<file path="src/rtl/pipe_pkg.sv">
// Shared definitions for the pipeline skid-register slice: default words and
// the occupancy-state encoding.
package pipe_pkg;

  localparam logic [31:0] NOP_WORD_DEFAULT = 32'h0000_0000;
  localparam logic [31:0] ZERO_WORD        = 32'h0000_0000;

  // Bit 0 is MAIN.valid and bit 1 is SKID.valid, so the valid flags are the
  // state flops themselves and SKID-without-MAIN has no encoding.
  typedef enum logic [1:0] {
    OCC_EMPTY = 2'b00,
    OCC_ONE   = 2'b01,
    OCC_TWO   = 2'b11
  } occ_e;

endpackage

</file>
<file path="src/rtl/pipe_skid_if.sv">
// Upstream/downstream handshake bundle for pipe_skid_reg. The slave modport is
// the stage's view; the master modport is the surrounding pipeline's view.
interface pipe_skid_if #(
  parameter int DATA_W = 32,
  parameter int PC_W   = 32
);

  logic              in_valid;
  logic              in_ready;
  logic [DATA_W-1:0] in_instr;
  logic [PC_W-1:0]   in_pc;
  logic              out_valid;
  logic              out_ready;
  logic [DATA_W-1:0] out_instr;
  logic [PC_W-1:0]   out_pc;

  modport slave (
    input  in_valid, in_instr, in_pc, out_ready,
    output in_ready, out_valid, out_instr, out_pc
  );

  modport master (
    output in_valid, in_instr, in_pc, out_ready,
    input  in_ready, out_valid, out_instr, out_pc
  );

endinterface

</file>
<file path="src/rtl/pipe_perf_cnt.sv">
// Saturating event counter used for the optional stage performance counters.
module pipe_perf_cnt #(
  parameter int W = 16
) (
  input  logic         clk,
  input  logic         rst,
  input  logic         inc,
  output logic [W-1:0] cnt
);

  always_ff @(posedge clk or negedge rst) begin
    if (!rst) begin
      cnt <= '0;
    end else if (inc && (cnt != '1)) begin
      cnt <= cnt + W'(1);
    end
  end

endmodule

</file>
<file path="src/rtl/pipe_skid_reg.sv">
// Two-slot pipeline skid register with stall/flush; stall_cnt and flush_cnt
// ports exist only when PIPE_SKID_PERF_EN is defined.
module pipe_skid_reg
  import pipe_pkg::*;
#(
  parameter int                DATA_W   = 32,
  parameter int                PC_W     = 32,
  parameter logic [DATA_W-1:0] NOP_WORD = DATA_W'(NOP_WORD_DEFAULT),
  parameter int                CNT_W    = 16
) (
  input  logic             clk,
  input  logic             rst,
  input  logic             stall,
  input  logic             flush,
  pipe_skid_if.slave       bus
`ifdef PIPE_SKID_PERF_EN
  ,
  output logic [CNT_W-1:0] stall_cnt,
  output logic [CNT_W-1:0] flush_cnt
`endif
);

  occ_e              state_q, state_d;
  logic [DATA_W-1:0] main_instr_q, main_instr_d;
  logic [PC_W-1:0]   main_pc_q, main_pc_d;
  logic [DATA_W-1:0] skid_instr_q, skid_instr_d;
  logic [PC_W-1:0]   skid_pc_q, skid_pc_d;
  logic              main_valid, skid_valid;
  logic              push, pop;

  assign main_valid = state_q[0];
  assign skid_valid = state_q[1];

  // Gated by rst so the stage refuses entries while held in reset.
  assign bus.in_ready = rst && !skid_valid && !stall;

  assign push = bus.in_valid && bus.in_ready;
  assign pop  = main_valid && bus.out_ready && !stall;

  assign bus.out_valid = main_valid;
  assign bus.out_instr = main_instr_q;
  assign bus.out_pc    = main_pc_q;

  always_comb begin
    // NOTE: every output of this block gets a default first so no path can
    // leave a variable unassigned and infer a latch.
    state_d      = state_q;
    main_instr_d = main_instr_q;
    main_pc_d    = main_pc_q;
    skid_instr_d = skid_instr_q;
    skid_pc_d    = skid_pc_q;

    if (flush) begin
      state_d      = OCC_EMPTY;
      main_instr_d = NOP_WORD;
    end else if (!stall) begin
      case (state_q)
        OCC_EMPTY: begin
          if (push) begin
            state_d      = OCC_ONE;
            main_instr_d = bus.in_instr;
            main_pc_d    = bus.in_pc;
          end
        end
        OCC_ONE: begin
          if (push && pop) begin
            main_instr_d = bus.in_instr;
            main_pc_d    = bus.in_pc;
          end else if (push) begin
            state_d      = OCC_TWO;
            skid_instr_d = bus.in_instr;
            skid_pc_d    = bus.in_pc;
          end else if (pop) begin
            // Keep out_instr at NOP whenever MAIN is empty.
            state_d      = OCC_EMPTY;
            main_instr_d = NOP_WORD;
          end
        end
        OCC_TWO: begin
          if (pop) begin
            state_d      = OCC_ONE;
            main_instr_d = skid_instr_q;
            main_pc_d    = skid_pc_q;
          end
        end
        default: state_d = OCC_EMPTY;
      endcase
    end
  end

  // NOTE: sequential state uses non-blocking assignments so every flop
  // samples pre-edge values regardless of process ordering.
  always_ff @(posedge clk or negedge rst) begin
    if (!rst) begin
      state_q      <= OCC_EMPTY;
      main_instr_q <= NOP_WORD;
      main_pc_q    <= PC_W'(ZERO_WORD);
      skid_instr_q <= NOP_WORD;
      skid_pc_q    <= PC_W'(ZERO_WORD);
    end else begin
      state_q      <= state_d;
      main_instr_q <= main_instr_d;
      main_pc_q    <= main_pc_d;
      skid_instr_q <= skid_instr_d;
      skid_pc_q    <= skid_pc_d;
    end
  end

`ifdef PIPE_SKID_PERF_EN
  pipe_perf_cnt #(.W(CNT_W)) u_stall_cnt (
    .clk (clk),
    .rst (rst),
    .inc (stall && !flush),
    .cnt (stall_cnt)
  );

  pipe_perf_cnt #(.W(CNT_W)) u_flush_cnt (
    .clk (clk),
    .rst (rst),
    .inc (flush && (main_valid || skid_valid)),
    .cnt (flush_cnt)
  );
`endif

endmodule

</file>
<file path="src/flat_wrapper.sv">
// flat-port wrapper written by rule: the top's interface ports become plain ports
module pipe_skid_reg_flat import pipe_pkg::*;
#(
  parameter int                DATA_W   = 32,
  parameter int                PC_W     = 32,
  parameter logic [DATA_W-1:0] NOP_WORD = DATA_W'(NOP_WORD_DEFAULT),
  parameter int                CNT_W    = 16
)
  (clk, rst, stall, flush, bus_in_valid, bus_in_instr, bus_in_pc, bus_out_ready, bus_in_ready, bus_out_valid, bus_out_instr, bus_out_pc);
  pipe_skid_if #(.DATA_W(DATA_W), .PC_W(PC_W)) bus_i ();
  input  logic clk;
  input  logic rst;
  input  logic stall;
  input  logic flush;
  input wire logic [$bits(bus_i.in_valid)-1:0] bus_in_valid;
  input wire logic [$bits(bus_i.in_instr)-1:0] bus_in_instr;
  input wire logic [$bits(bus_i.in_pc)-1:0] bus_in_pc;
  input wire logic [$bits(bus_i.out_ready)-1:0] bus_out_ready;
  output wire logic [$bits(bus_i.in_ready)-1:0] bus_in_ready;
  output wire logic [$bits(bus_i.out_valid)-1:0] bus_out_valid;
  output wire logic [$bits(bus_i.out_instr)-1:0] bus_out_instr;
  output wire logic [$bits(bus_i.out_pc)-1:0] bus_out_pc;
  assign bus_i.in_valid = bus_in_valid;
  assign bus_i.in_instr = bus_in_instr;
  assign bus_i.in_pc = bus_in_pc;
  assign bus_i.out_ready = bus_out_ready;
  assign bus_in_ready = bus_i.in_ready;
  assign bus_out_valid = bus_i.out_valid;
  assign bus_out_instr = bus_i.out_instr;
  assign bus_out_pc = bus_i.out_pc;
  pipe_skid_reg #(.DATA_W(DATA_W), .PC_W(PC_W), .NOP_WORD(NOP_WORD), .CNT_W(CNT_W)) u_core (.clk(clk), .rst(rst), .stall(stall), .flush(flush), .bus(bus_i));
endmodule
</file>
<file path="config.mk">
export PLATFORM = sky130hd
export DESIGN_NAME = pipe_skid_reg_flat
export DESIGN_NICKNAME = d
export VERILOG_FILES = /design/src/rtl/pipe_pkg.sv /design/src/rtl/pipe_skid_if.sv /design/src/rtl/pipe_perf_cnt.sv /design/src/rtl/pipe_skid_reg.sv /design/src/flat_wrapper.sv
export SDC_FILE = /design/constraint.sdc
export NUM_CORES = 1
export LEC_CHECK = 0
export CAP_MARGIN = 10
export CORE_MARGIN = 5
export CORE_UTILIZATION = 30
export DETAILED_ROUTE_END_ITERATION = 6
export HOLD_SLACK_MARGIN = 0.12
export PLACE_DENSITY = 0.67
export SETUP_SLACK_MARGIN = 0.1
export SLEW_MARGIN = 5
export SYNTH_ARGS = -nofsm -noshare
export SYNTH_HDL_FRONTEND = slang
export SYNTH_HIERARCHICAL = 1
export SYNTH_SLANG_ARGS = --single-unit
</file>
<file path="constraint.sdc">
create_clock -name clk -period 2.2 [get_ports clk]
set_input_delay 0.44 -clock clk [delete_from_list [all_inputs] [get_ports clk]]
set_output_delay 0.44 -clock clk [all_outputs]
set_load 0.03 [all_outputs]
</file>
**After elaboration in Yosys (flattened, before gate mapping)**

Index checks and enable logic that the tools add are counted.

- Bits in registers: 130
- Output and inout port bits: 66

- Mux-type cells: 20
- Bitwise operators: 3
- Reductions and logical operators: 15
- Equality and inequality tests: 12

Operators with widths:

| operator | number |
|---|---|
| 2-to-1 mux 32 bit | 10 |
| one-hot mux 32 bit (3 select lines) | 2 |
| 2-to-1 mux 2 bit | 7 |
| AND reduction 6 bit | 2 |
| AND reduction 5 bit | 2 |
| != test 2 x 1 -> 1 bit, second input constant | 4 |
| != test 4 x 2 -> 1 bit, second input constant | 2 |
| logical AND 1 bit | 6 |
| != test 3 x 2 -> 1 bit, second input constant | 2 |
| one-hot mux 2 bit (3 select lines) | 1 |
| != test 4 bit, second input constant | 1 |
| nonzero test 4 bit | 1 |
| != test 3 bit, second input constant | 1 |
| inverter 1 bit | 3 |
| nonzero test 3 bit | 1 |
| equality test 2 x 1 -> 1 bit, second input constant | 1 |
| equality test 2 bit, second input constant | 1 |
| zero test 1 bit | 2 |
| zero test 2 bit | 1 |

**Depth between registers and ports, before layout**

Gate-level depths: netlist of the first run.

- Depth after elaboration: 9
- Depth in mapped cells: 7
- Depth with buffers taken out: 6

**Least setup slack after synthesis of the first run**

Ideal clock, no wire load.

- Path kind: reg-to-reg
- From: reg u_core.state_q[0]
- To: reg u_core.main_pc_q[0], in the netlist u_core/bus.out_pc[0]
- Buffers on the path: 1
- Cell stages (with the launch flop): 8
- Slack: -0.309 ns
- Required time: 2.075 ns
- Arrival: 2.384 ns
- Library setup time: 0.125 ns
- Cell sequence: dfrtp_1 inv_1 ha_1 or4_1 a221o_1 o41ai_4 buf_8 mux2_4

- Longest elaborated chain between the ends: 5
- Elaborated cells between the ends (all ways): 12

Ends and longest elaborated chain:

| what | line | source |
|---|---|---|
| from (decl) | pipe_skid_reg.sv:23 | `occ_e state_q, state_d;` |
| from (signal assigned) | pipe_skid_reg.sv:101 | `state_q <= state_d;` |
| logical AND 1 bit (2 in series) | pipe_skid_reg.sv:38 | `assign pop = main_valid && bus.out_ready && !stall;` |
| logical AND 1 bit | pipe_skid_reg.sv:66 | `if (push && pop) begin` |
| != test 2 x 1 -> 1 bit (no line) | -- |  |
| AND reduction 6 bit (no line) | -- |  |
| to (signal assigned) | pipe_skid_reg.sv:97 | `main_pc_q <= PC_W'(ZERO_WORD);` |
| to (signal assigned) | pipe_skid_reg.sv:103 | `main_pc_q <= main_pc_d;` |
| to (decl) | pipe_skid_reg.sv:25 | `logic [PC_W-1:0] main_pc_q, main_pc_d;` |

Parallel ways exist; a longest one is shown, timed or not.
A chain may end at the register's enable or synchronous reset.

**Worst setup path after layout of the first run**

- From: reg u_core.state_q[0]
- To: reg u_core.main_pc_q[27], in the netlist u_core/bus.out_pc[27]

The elaborated chain is that of the path after synthesis.

==> metrics, run 1 <==
Crit path required time between 2 and 2.5 ns; unrepaired setup endpoints after global routing yes; leakage 3.80 nW; register area share after synthesis 56.5%; layout cells sized above 1 38.8%; Fin Hold WS 0.222 ns; H-tree levels 4; compound-gate portion of the synthesized area between 10% and 20%; die area 0.0221 sq mm; Synth area leaders dfrtp_1 (56%), mux2_2 (19%), mux2_4 (7.8%); crit path kind flop to flop; I/O pin count 136; min-delay worst type input pin to asynchronous set/reset pin; Synth Flop Type dfrtp_1; max incr delay on CP approximately 0.43 ns; pwr/cell area approximately 1000 mW/mm^2; Die H 149 um; Post-Synth Adder-Cell Area 0.869%; Initial Utilization just over 30%; ant diodes 0; leading area contributor after synthesis dfrtp_1; Final ANT Viol Nets 0; cell mode on critical path buf_6; Clock Skew 0.00935 ns; Max stage delay cell, worst path dfrtp_2; ys async rst share 100%; DR vias slightly below 4000; die width 149 um; clock tree buffer depth 2; Inserted Clock Buffers 17; fin. max-slew vios 0; Worst-Margin Slew 0.726 ns; period utilisation layout 107%; Initial DRT Pass Iterations 4; max_cap viols 0; area grow syn2layout 47.5%; vias in the first global route 4407; CP Launch Type flop; CP delay by family, top buffers and inverters; mux contribution to synthesized area 27.2%; top-count cell post-synth dfrtp_1; Clock Tree Root clkbuf_16; Distinct cells, synth 32; final WL 15400 um; XOR/XNOR Fraction of Synth Area 0%; syn avg cell area 15.0 sq um; worst setup margin -0.152 ns; GPL Wtd Cong between 0.8 and 0.9; global-route wire length before repair 24100 um; CTS clk-pin slew, worst paths 0.06 ns; Site Rows 50; final instance area 0.00850 sq mm; crit end category flop; largest net degree at the start of global routing ~120; Slew HR roughly half; largest family of logic cells by synthesized area multiplexers; Buf/Inv on CP 4; grt ovf 0; core area approximately 0.019 sq mm; DR iter-0 viols 163; worst path cell trace inv_2 > ha_4 > or4_1 > a221o_1 > o41ai_4 > buf_6 > buf_6 > buf_12 > mux2_4; post-synth top area share 56.5%; Commonest cells post-synth dfrtp_1 (130), mux2_2 (98), a22oi_1 (32), o2bb2ai_1 (32), mux2_4 (30); drt wl/cell 18.7 um; clk sinks 130; Final Setup Violations 32; NumNets Final 626; Worst VDD drop ~0.47 mV; Total GRT Usage 14.0%; failing checks setup timing; routed vias/inst around 4.8; number of synthesized flops with an enable pin 0; post-synthesis cell count 383; placed wire-length estimate 9870 um; drc violations 0; syn nets 457; Mapped Area roughly 0.0058 sq mm; status finished, violations left; warnings from Yosys 6; Synth Area in Simple Gates ~2.0%; Buffers on Ports about 140; antenna violations before repair 0; WP data arrival ~2.6 ns; clk_lat worst skew 0.41 ns; Cell Area, Placed 0.00763 sq mm; total power between 8 and 9 mW; final period demand of the worst path 2.35 ns; Achievable Freq 0.425 GHz; critical-path maximum fanout 8; register bit total from synthesis 130; utilization after layout 45.1%; endpoints failing hold 0; CTS tree built
## sequential cells by signal (all words and copies together) (netlist names)
signal,count
u_core/bus.out_instr,32
u_core/bus.out_pc,32
u_core/skid_instr_q,32
u_core/skid_pc_q,32
u_core/state_q,2
## final timing paths
path	endpoint	slack (ns)	startpoint	depth (start not counted)
max	u_core/bus.out_pc[27]$_DFFE_PN0P_	-0.15	u_core/state_q[0]$_DFFE_PN0P_	9
min in group clk	u_core/bus.out_instr[18]$_DFFE_PN0P_	0.48	u_core/bus.out_instr[18]$_DFFE_PN0P_	1
max reg2reg	u_core/bus.out_pc[27]$_DFFE_PN0P_	-0.15	u_core/state_q[0]$_DFFE_PN0P_	9
min reg2reg	u_core/bus.out_instr[18]$_DFFE_PN0P_	0.48	u_core/bus.out_instr[18]$_DFFE_PN0P_	1
min	u_core/skid_pc_q[6]$_DFFE_PN0P_	0.22	rst	3
max in group asynchronous	u_core/state_q[0]$_DFFE_PN0P_	1.11	rst	3
## worst min-delay path, cell delays in order
cell    delay [ns]
buf_6         0.09
buf_4         0.14
buf_12        0.42
## timing repair
item | in CTS | in global routing
pin swaps | 3 | 2
cloned | 1 | 2
endpoints found under the hold margin | 10 | 0
buffers inserted | 9 | 2
gates resized for setup | 14 | 9
hold buffers | 1 | 0
endpoints found under the setup margin | 63 | 75
## where the power goes
group	internal, mW	switching [mW]	leakage, nW	total [mW]
clock network	1.89	1.02	0.298	2.91
logic	1.19	1.07	1.79	2.26
registers	2.89	0.289	1.71	3.18
## routing by layer
metal	GRT usage (%)	part of all wire, %	vias up	routed length (um)
met3	4.17	4.6	10	710
li1	-	-	1781	-
met1	17.2	43	2082	6650
met2	23.7	51	90	7880
met5	0	0	-	0
met4	4.48	1.0	0	159
## stage by stage
step           instances  TNS [ns]  setup WS (ns)
2_1_floorplan        383     -1.34        -0.0447
3_3_place_gp         778    -23.46         -0.450
3_5_place_dp         778    -24.81         -0.469
4_1_cts              820     -2.98         -0.135
5_1_grt              824     -5.79         -0.213
6_report             824     -3.94         -0.152
## cell type report
type / count / area [sq um]
clock buffer: 22 / 484
clock inverter: 9 / 129
fill: 1685 / 10300
inverter: 4 / 15.0
multi-input combinational: 224 / 2460
sequential: 130 / 3250
tap: 260 / 325
timing repair buffer: 175 / 1830
## cell families (layout without fill, tap and decap cells)
family / after synthesis / count (layout)
fa+ha+maj: 4 / 4
simple gates: 15 / 15
flops: 130 / 130
mux: 129 / 129
buf+inv: 29 / 210
compound gates: 76 / 76
## placed cells by master, fill, tap and decap left out, types with 7 or more instances in the layout
cell,count
a22oi_1,32
buf_12,8
buf_4,22
buf_6,7
clkbuf_16,18
clkdlybuf4s50_1,132
dfrtp_1,129
mux2_2,96
mux2_4,32
o2bb2ai_1,31
(Power assumes the default switching activity.)
==> run 2: changes to the inputs <==
PLACE_DENSITY = 0.65   (was 0.67)
SKIP_LAST_GASP = 1   (was not set)
clock period = 2.9 ns   (was 2.2 ns; I/O delays follow)
==> metrics, run 2 (synthesis results as in run 1) <==
Initial DRT Pass Iterations 4; leakage 3.63 nW; critical-path maximum fanout 4; drt wl/cell 17.9 um; Fillers 1698; cts hold-fix bufs 0; Slew HR approximately 33%; NumNets Final 611; H-tree levels 4; post_cts resized 0; final period demand of the worst path 2.70 ns; Inserted Clock Buffers 17; WP data arrival about 2.1 ns; CP Launch Type input pin; GPL Wtd Cong 0.828; global-route wire length before repair about 24000 um; most frequent cells in the layout clkdlybuf4s50_1 (134), dfrtp_1 (130), mux2_2 (98); CTS clk-pin slew, worst paths approximately 0.05 ns; clk sinks 130; status finished clean; worst setup margin 0.203 ns; most common cell after layout, fill and taps aside clkdlybuf4s50_1; vias in the first global route 4445; Layout Cells excl Fill 810; drc violations 0; Worst-Margin Slew 1.01 ns; Cell Area, Placed 0.00748 sq mm; Final ANT Viol Nets 0; utilization after layout 43.2%; worst r2r path cells 8; endpoints failing hold 0; net switching power 1.79 mW; Clock Tree Root clkbuf_16; ant diodes 0; Initial Utilization between 30% and 40%; crit end category output pin; placed wire-length estimate 9700 um; launch point of the worst path stall; DR vias 3867; area grow syn2layout 41.3%; Final Setup Violations 0; final WL ~15000 um; max_cap viols 0; clock tree buffer depth 2; antenna violations before repair 0; layout cells sized above 1 34.9%; CTS tree built; largest net degree at the start of global routing 80; Clock Skew ~0.013 ns; Achievable Freq 0.371 GHz; I/O pin count 136; routed vias/inst 4.77; switching share of power 28.6%; Comb pwr share 26.3%; Buffers on Ports approximately 140; die area 0.0221 sq mm; DR iter-0 viols 163; fin. max-slew vios 0; die width 149 um; core area 0.0188 sq mm; clk_lat worst skew approximately 0.41 ns; unrepaired setup endpoints after global routing no; min-delay worst type input pin to asynchronous set/reset pin; Cell Int Power 4.47 mW; Post-Place Cells 773; Clk pwr share 35.0%; crit path kind input pin to output pin; sequential share of power 38.6%; pwr/cell area just under 800 mW/mm^2; reg2reg start u_core/state_q[0]$_DFFE_PN0P_; Crit path required time 2.32 ns; grt ovf 0; Site Rows 50; period utilisation layout 93.0%; Die H about 150 um; Worst VDD drop 0.377 mV; final instance area around 0.0081 sq mm; Total GRT Usage 13.7%; Place WS -0.185 ns
run 2: cell count changes in the layout (fill, tap and decap cells not counted), sizes merged:
cell	change
dlygate4sd2	-1
dlygate4sd3	-1
buf	-14
clkdlybuf4s50	+2
run 2: what timing repair did:
| item | CTS | global route |
|---|---|---|
| endpoints found under the setup margin | 0 | 25 |
| endpoints found under the hold margin | 0 | 0 |
| buffers inserted | 0 | 5 |
run 2: worst max-delay path, stage by stage:
cell and delay (ns):
clkdlybuf4s50_1 0.47, buf_4 0.16, nor3b_1 0.20, clkdlybuf4s50_1 0.71
run 2: through the flow:
stage	hold slack, ns	setup TNS (ns)	total power, mW
2_1_floorplan	0.284	0	3.34
3_3_place_gp	0.474	-3.05	4.06
3_5_place_dp	0.473	-3.84	4.11
4_1_cts	0.378	0	6.34
5_1_grt	0.415	0	6.54
6_report	0.342	0	6.26
run 2: power by group through the flow:
stage	logic (mW)	clock network (mW)	registers, mW
global placement	1.62	0	2.43
finish	1.65	2.19	2.42
CTS	1.67	2.26	2.42
detailed placement	1.66	0	2.45
global route	1.74	2.34	2.46
floorplan	0.525	0	2.81
run 2: layer usage:
metal / routed length, um / up-vias / GRT usage [%] / share of wire [%]
met1: 6370 / 2001 / 17.8 / 44
met2: 7270 / 111 / 22.6 / 50
li1: - / 1744 / - / -
met4: 116 / 0 / 3.70 / 0.80
met3: 743 / 11 / 3.60 / 5.1
met5: 0 / - / 0 / 0
run 2: worst paths after layout:
kind	to	slack, ns
max in group asynchronous	u_core/skid_pc_q[5]$_DFFE_PN0P_	1.05
hold reg to reg	u_core/bus.out_instr[11]$_DFFE_PN0P_	0.49
hold / removal	u_core/bus.out_pc[7]$_DFFE_PN0P_	0.34
setup / recovery	bus_in_ready	0.20
setup reg to reg	u_core/bus.out_pc[9]$_DFFE_PN0P_	0.32
min in group clk	u_core/bus.out_instr[11]$_DFFE_PN0P_	0.49
run 2: final cells by class:
| class | count | area [sq um] | area share [%] |
|---|---|---|---|
| tap | 260 | 325 | 4.00 |
| sequential | 130 | 3250 | 40.0 |
| clock buffer | 23 | 478 | 5.87 |
| multi-input combinational | 224 | 2370 | 29.2 |
| inverter | 4 | 15.0 | 0.184 |
| clock inverter | 9 | 129 | 1.58 |
| timing repair buffer | 160 | 1570 | 19.2 |
==> run 3: changes to the inputs <==
CORE_ASPECT_RATIO = 0.7   (was not set)
==> metrics, run 3 (synthesis results as in run 1) <==
most frequent cells in the layout clkdlybuf4s50_1 (134), dfrtp_1 (130), mux2_2 (98); drt wl/cell 18.3 um; CP delay by family, top buffers and inverters; final instance area 0.00798 sq mm; final WL 14300 um; grt ovf 0; Inserted Clock Buffers 17; NumNets Final about 600; Achievable Freq about 0.38 GHz; drc violations 0; antenna violations before repair 0; critical-path maximum fanout 5; Fin Hold WS approximately 0.33 ns; DR vias approximately 3800; Crit path required time 2.32 ns; Total GRT Usage 13.2%; CTS tree built; area grow syn2layout 38.5%; unrepaired setup endpoints after global routing no; Worst VDD drop between 0.4 and 0.5 mV; final period demand of the worst path 2.65 ns; GPL Wtd Cong between 0.7 and 0.8; Initial DRT Pass Iterations 4; fin. max-slew vios 0; clock tree buffer depth 2; Buffers on Ports 135; Buf/Inv on CP 2; clk_lat worst skew 0.40 ns; largest net degree at the start of global routing 70; routed vias/inst 4.91; Max stage delay cell, worst path clkdlybuf4s50_1; ant diodes 0; Cell Area, Placed 0.00742 sq mm; layout cells sized above 1 33.5%; Slew HR 32.9%; most common cell after layout, fill and taps aside clkdlybuf4s50_1; endpoints failing hold 0; core area 0.0189 sq mm; period utilisation layout between 90% and 100%; Clock Skew roughly 0.0076 ns; flop-to-flop setup slack around 0.31 ns; die area 0.0221 sq mm; Setup TNS 0 ns; Die H 126 um; pwr/cell area 757 mW/mm^2; status finished clean; utilization after layout between 40% and 50%; max incr delay on CP 0.72 ns; CP Launch Type input pin; Initial Utilization a little under a third; global-route wire length before repair 23700 um; H-tree levels 4; crit path kind input pin to output pin; Final Setup Violations 0; Site Rows 42; I/O pin count 136; CTS clk-pin slew, worst paths about 0.060 ns; DR iter-0 viols 188; Worst-Margin Slew approximately 1 ns; Place WS 0.0761 ns; crit end category output pin; cell mode on critical path clkdlybuf4s50_1; min-delay worst type input pin to asynchronous set/reset pin; leakage about 3.5 nW; worst path cell trace clkdlybuf4s50_1 > nor3b_1 > clkdlybuf4s50_1; Final ANT Viol Nets 0; die width 176 um; worst setup margin 0.252 ns; WP data arrival 2.07 ns; max_cap viols 0; vias in the first global route 4303; clk sinks 130; placed wire-length estimate 9590 um; Clock Tree Root clkbuf_16; post-CTS setup repair buffer count 0
run 3: path summary, 6_finish.rpt:
kind	endpoint	depth (start not counted)	start
max in group asynchronous	u_core/skid_pc_q[16]$_DFFE_PN0P_	2	rst
max reg2reg	u_core/bus.out_pc[13]$_DFFE_PN0P_	7	u_core/state_q[0]$_DFFE_PN0P_
min	u_core/skid_pc_q[14]$_DFFE_PN0P_	2	rst
min reg2reg	u_core/bus.out_instr[15]$_DFFE_PN0P_	1	u_core/bus.out_instr[15]$_DFFE_PN0P_
min in group clk	u_core/bus.out_instr[15]$_DFFE_PN0P_	1	u_core/bus.out_instr[15]$_DFFE_PN0P_
max	bus_in_ready	3	stall
run 3: power by group:
group	leakage, nW	switching, mW	internal (mW)
clock network	0.257	0.775	1.21
registers	1.71	0.217	2.19
logic	1.58	0.788	0.855
run 3: worst reg2reg max path, cell delays in order, from the launching register on:
cell,delay [ns]
dfrtp_1,0.49
inv_1,0.13
ha_1,0.32
or4_1,0.49
a221o_1,0.32
o41ai_4,0.10
buf_12,0.26
mux2_2,0.36
run 3: cell type report:
cell class,count,area [sq um]
Sequential cell,130,3250
Inverter,4,15.0
Fill cell,1709,10900
Clock inverter,9,83.8
Timing Repair Buffer,150,1480
Tap cell,242,303
Clock buffer,21,460
Multi-Input combinational cell,224,2380
run 3: through the flow:
step	std cells	power (mW)
after floorplan	383	3.34
after global placement	749	4.04
after CTS	780	6.13
final	780	6.04
after global routing	780	6.31
after detailed placement	749	4.09
run 3: timing repair:
item,in CTS,in global routing
hold buffers,1,0
endpoints found under the setup margin,0,0
hold endpoints to repair,13,0
gates resized for setup,0,0
run 3: per-layer routing:
metal / GRT usage [%] / share of wire [%] / wire, um
met1: 17.7 / 48 / 6810
met2: 20.8 / 46 / 6560
met3: 3.98 / 5.2 / 740
met4: 3.94 / 1.4 / 195
met5: 0 / 0 / 0
